[src/rtl/alu_muldiv_seq.sv]
// Multi-cycle unsigned MUL/MULHU/DIVU/REMU sequencer that borrows the EX-stage ALU,
// issuing one add (shift-add multiply) or subtract (restoring divide) per cycle.
module alu_muldiv_seq #(
    parameter int XLEN  = 32,
    parameter int CNT_W = 5
) (
    input  logic            clk,
    input  logic            rst_n,
    input  logic            flush,
    input  logic            req_valid,
    output logic            req_ready,
    input  logic [1:0]      req_op,
    input  logic [XLEN-1:0] req_a,
    input  logic [XLEN-1:0] req_b,
    output logic            rsp_valid,
    input  logic            rsp_ready,
    output logic [XLEN-1:0] rsp_data,
    output logic            busy,
    output logic            alu_own,
    output logic [XLEN-1:0] alu_a,
    output logic [XLEN-1:0] alu_b,
    output logic [2:0]      alu_sel,
    input  logic [XLEN-1:0] alu_out
);

    // Handshakes: a transfer happens on a rising edge where valid and ready are both
    // high; valid never depends on ready, and rsp_data is stable while rsp_valid waits.

    typedef enum logic [1:0] {
        IDLE = 2'd0,
        ITER = 2'd1,
        DONE = 2'd2
    } state_t;

    state_t            state_q, state_d;
    logic [1:0]        op_q, op_d;
    logic [XLEN-1:0]   acc_q, acc_d;     // hi (multiply) or rem (divide)
    logic [XLEN-1:0]   low_q, low_d;     // lo (multiply) or quo (divide)
    logic [XLEN-1:0]   opnd_q, opnd_d;   // mcand (multiply) or dvs (divide)
    logic [CNT_W-1:0]  cnt_q, cnt_d;
    logic [XLEN-1:0]   res_q, res_d;

    logic              is_div;
    logic [XLEN-1:0]   sh;
    logic              take;
    logic              carry;
    logic [XLEN-1:0]   acc_nx;
    logic [XLEN-1:0]   low_nx;

    assign is_div    = op_q[1];
    assign req_ready = (state_q == IDLE) && !flush;
    assign rsp_valid = (state_q == DONE);
    assign busy      = (state_q == ITER) || (state_q == DONE);
    assign alu_own   = (state_q == ITER);
    assign rsp_data  = res_q;

    assign sh = {acc_q[XLEN-2:0], low_q[XLEN-1]};

    // ALU operand drive depends only on registered state, never on alu_out.
    always_comb begin
        alu_a   = '0;
        alu_b   = '0;
        alu_sel = 3'b000;
        if (state_q == ITER) begin
            if (is_div) begin
                alu_a   = sh;
                alu_b   = opnd_q;
                alu_sel = 3'b001;
            end else begin
                alu_a   = acc_q;
                alu_b   = low_q[0] ? opnd_q : '0;
                alu_sel = 3'b000;
            end
        end
    end

    // One iteration step computed from the borrowed ALU's result.
    always_comb begin
        carry  = (alu_out < acc_q);
        take   = acc_q[XLEN-1] | (sh >= opnd_q);
        acc_nx = {carry, alu_out[XLEN-1:1]};
        low_nx = {alu_out[0], low_q[XLEN-1:1]};
        if (is_div) begin
            acc_nx = take ? alu_out : sh;
            low_nx = {low_q[XLEN-2:0], take};
        end
    end

    always_comb begin
        state_d = state_q;
        op_d    = op_q;
        acc_d   = acc_q;
        low_d   = low_q;
        opnd_d  = opnd_q;
        cnt_d   = cnt_q;
        res_d   = res_q;
        case (state_q)
            IDLE: begin
                if (req_valid && !flush) begin
                    op_d   = req_op;
                    acc_d  = '0;
                    low_d  = req_op[1] ? req_a : req_b;
                    opnd_d = req_op[1] ? req_b : req_a;
                    cnt_d  = '0;
                    if (req_op[1] && (req_b == '0)) begin
                        res_d   = req_op[0] ? req_a : '1;
                        state_d = DONE;
                    end else begin
                        state_d = ITER;
                    end
                end
            end
            ITER: begin
                if (flush) begin
                    state_d = IDLE;
                end else begin
                    acc_d = acc_nx;
                    low_d = low_nx;
                    cnt_d = cnt_q + CNT_W'(1);
                    if (cnt_q == {CNT_W{1'b1}}) begin
                        // op[0] picks the high/remainder half for MULHU and REMU.
                        res_d   = op_q[0] ? acc_nx : low_nx;
                        state_d = DONE;
                    end
                end
            end
            DONE: begin
                if (flush || rsp_ready) begin
                    state_d = IDLE;
                end
            end
            default: state_d = IDLE;
        endcase
    end

    always_ff @(posedge clk) begin
        if (!rst_n) begin
            state_q <= IDLE;
            op_q    <= '0;
            acc_q   <= '0;
            low_q   <= '0;
            opnd_q  <= '0;
            cnt_q   <= '0;
            res_q   <= '0;
        end else begin
            state_q <= state_d;
            op_q    <= op_d;
            acc_q   <= acc_d;
            low_q   <= low_d;
            opnd_q  <= opnd_d;
            cnt_q   <= cnt_d;
            res_q   <= res_d;
        end
    end

endmodule

[config.mk]
export PLATFORM = sky130hd
export DESIGN_NAME = alu_muldiv_seq
export DESIGN_NICKNAME = d
export VERILOG_FILES = /design/src/rtl/alu_muldiv_seq.sv
export SDC_FILE = /design/constraint.sdc
export NUM_CORES = 1
export LEC_CHECK = 0
export CELL_PAD_IN_SITES_DETAIL_PLACEMENT = 0
export CELL_PAD_IN_SITES_GLOBAL_PLACEMENT = 1
export CORE_MARGIN = 2
export CORE_UTILIZATION = 35
export DETAILED_ROUTE_END_ITERATION = 6
export PLACE_DENSITY = 0.86
export SYNTH_ARGS = -nofsm -noshare
export SYNTH_HDL_FRONTEND = slang
export SYNTH_SLANG_ARGS = --single-unit
[constraint.sdc]
create_clock -name clk -period 2.5 [get_ports clk]
set_clock_uncertainty 0.2 [all_clocks]
set_input_delay 0.5 -clock clk [delete_from_list [all_inputs] [get_ports clk]]
set_output_delay 0.5 -clock clk [all_outputs]
set_load 0.01 [all_outputs]
==> impl_metrics.env <==
export IMPL_crit_path_max_fanout=7
export IMPL_root_buffer="clkbuf_16"
export IMPL_rows=61
export IMPL_seqPwrFrac_pct=23.1
export IMPL_peakVddDrop_v=0.000462
export IMPL_yosys_area_top_type_share_pct=27.5
export IMPL_stdcell_area_sq_mm=0.0154
export IMPL_first_global_vias=10600
export IMPL_synth_edf_count=0
export IMPL_violations="negative setup slack"
export IMPL_postPlaceCellArea_sq_mm=0.0138
export IMPL_synth_seq_area_share_pct=27.5
export IMPL_routedWlPerCell_um=19.2
export IMPL_drt_iter0_drc=1028
export IMPL_die_area_sq_mm=0.0299
export IMPL_final_cells=2025
export IMPL_synthMuxAreaShare_pct=13.0
export IMPL_core_sq_mm=0.0279
export IMPL_cts_tree="done"
export IMPL_path_class="reg -> reg"
export IMPL_synth_top_family_by_area="simple AND/OR/NAND/NOR gates"
export IMPL_finalCritPeriodShare_pct=113
export IMPL_pwr_share_comb_pct=55.1
export IMPL_wl_mm=38.8
export IMPL_final_common_cell="buf_4"
export IMPL_clock_latency_ps=430
export IMPL_synth_compound_area_share_pct=20.9
export IMPL_setup_violations=65
export IMPL_synthAdderAreaFrac_pct=8.52
export IMPL_clkTransAtPathRegs_ps=60
export IMPL_min_path_type="in -> reg"
export IMPL_async_flop_share_pct=0
export IMPL_syn2layout_area_growth_pct=54.1
export IMPL_clk_path_buf_depth=2
export IMPL_ioPinCount=206
export IMPL_p_switching_mw=4.85
export IMPL_dr_pass1_iters=7
export IMPL_vias_per_cell=5.42
export IMPL_dp_cells=1956
export IMPL_grt_setup_unrepaired="true"
export IMPL_fin_tns_setup_ps=-16700
export IMPL_critPathCaptureType="flop"
export IMPL_drc=0
export IMPL_clkPwrFrac_pct=21.8
export IMPL_synth_top_area_cell="dfxtp_1"
export IMPL_power_leakage_nw=6.76
export IMPL_p_per_area_mw_per_mm2=803
export IMPL_cp_arrival_ps=2910
export IMPL_nets=1805
export IMPL_hold_viol=0
export IMPL_final_cell_mix="buf_4, nand2_1, dfxtp_1, mux2i_1, clkdlybuf4s50_1"
export IMPL_p_int_mw=7.51
export IMPL_ctsHtreeMaxLevel=4
export IMPL_syn_inst=1267
export IMPL_drive_gt1_share_pct=25.6
export IMPL_syn_area_per_cell_sq_um=7.88
export IMPL_gp_congestion=0.863
export IMPL_fmax_mhz=355
export IMPL_worst_pin_slew_ps=1130
export IMPL_start_kind="flop"
export IMPL_yosys_most_used_dff="dfxtp_1"
export IMPL_cap_violations=0
export IMPL_grt_use_total_pct=24.5
export IMPL_layout_setup_ws_ps=-315
export IMPL_die_w_um=173
export IMPL_cts_sinks=137
export IMPL_synth_area_leaders="dfxtp_1, mux2i_1, ha_1, nand2_1, a211oi_1"
export IMPL_antenna_found_initial=0
export IMPL_grt_pass1_wl_mm=58.2
export IMPL_syn_area_sq_mm=0.00999
export IMPL_die_h_um=173
export IMPL_ys_warn_count=0
export IMPL_portBuffers=203
export IMPL_ant_nets=0
export IMPL_vias=11000
export IMPL_dpl_hpwl_mm=27.4
export IMPL_ys_seq_elements=137
export IMPL_slew_violations=0
export IMPL_gr_total_overflow=0
export IMPL_dp_slack_ps=-851
export IMPL_sw_frac_of_total_pct=39.2
export IMPL_cts_made_buffers=17
export IMPL_status="complete, but fails checks"
export IMPL_antenna_cells=0
export IMPL_synth_cell_type_count=60
export IMPL_synth_xor_area_share_pct=0.175
export IMPL_relSlewSlack_pct=24.4
export IMPL_synth_simple_gate_area_share_pct=23.0
export IMPL_cts_hold_buf=0
export IMPL_start_util_pct=35.8
export IMPL_min_period_ps=2820
export IMPL_required_ps=2600
export IMPL_grt_max_degree=98
==> power groups by stage <==
stage	Sequential, mW	Clock, mW	Combinational (mW)
floorplan	2.86	0	3.24
global placement	2.87	0	5.69
detailed placement	2.87	0	5.79
CTS	2.85	2.71	6.20
global route	2.90	2.80	7.29
finish	2.86	2.69	6.81
==> cell usage after synthesis (all sizes together) (5+ instances only) <==
cell    number
and2         5
nor2        91
a21oi       87
nor3        34
o21ai       44
buf         23
a21o         6
a211oi      69
or2         26
nand4        9
a22o         8
nand3        5
nor2b       67
ha          68
dfxtp      137
nor4         7
a32o        50
nand2      145
nand2b      33
clkbuf      77
mux2i      127
and3        33
inv         72
o211ai       6
==> final cells by class <==
| cell class | instances | area [sq um] |
|---|---|---|
| clock buffers | 21 | 480 |
| clock inverters | 11 | 144 |
| fillers | 2548 | 12500 |
| inverters | 72 | 282 |
| multi-input cells | 959 | 7020 |
| flip-flops and latches | 137 | 2760 |
| well taps | 378 | 473 |
| repair buffers | 447 | 4240 |
==> registers in the layout, summed over array words and instances (netlist names) <==
signal    flops
acc_q        32
cnt_q         5
low_q        32
op_q          2
opnd_q       32
rsp_data     32
state_q       2
==> final timing paths <==
path         startpoint           to  slack, ps  cells after the start
max           low_q[31]  rsp_data[0]       -320                     12
max reg2reg   low_q[31]  rsp_data[0]       -320                     12
min reg2reg   low_q[14]    low_q[14]        340                      2
min               rst_n   opnd_q[24]        270                      2
==> kinds of logic after synthesis <==
kind of cell	Yosys count
multiplexers	129
flip-flops	137
AND/OR/NAND/NOR	463
XOR/XNOR	2
adder cells (fa/ha/maj)	68
buffers and inverters	172
other	1
AO/OA/AOI/OAI	295
==> worst max-delay path, cell delays in order, from the launching register on <==
cell,delay [ps]
dfxtp_2,340
inv_2,40
ha_4,190
nand2b_4,150
a2111oi_4,300
o32a_1,180
nand4b_1,190
a31oi_4,240
buf_8,190
buf_6,130
mux2_4,320
a31oi_1,130
a21oi_1,90
==> through the flow <==
stage               power [mW]  hold WS, ps  utilization (%)
detailed placement        8.66          323             49.5
finish                    12.4          270             55.1
floorplan                 6.10          272                -
CTS                       11.8          260             53.2
global route              13.0          268             55.1
global placement          8.56          291             49.5
==> metal layers <==
layer  wire length (um)  vias to the layer above  track usage [%]
met1              16700                     5169             32.7
met2              18200                      485             39.9
li1                   -                     5257                -
met5                  0                        -                0
met3               2620                       57             3.54
met4               1350                        0             9.53
==> repair_timing <==
action	4_1_cts	5_1_grt
setup endpoints to repair	131	99
pin swaps	27	35
resized for setup	171	104
setup buffers	16	11
gates cloned	3	8
Power figures use the tool's default switching activity.
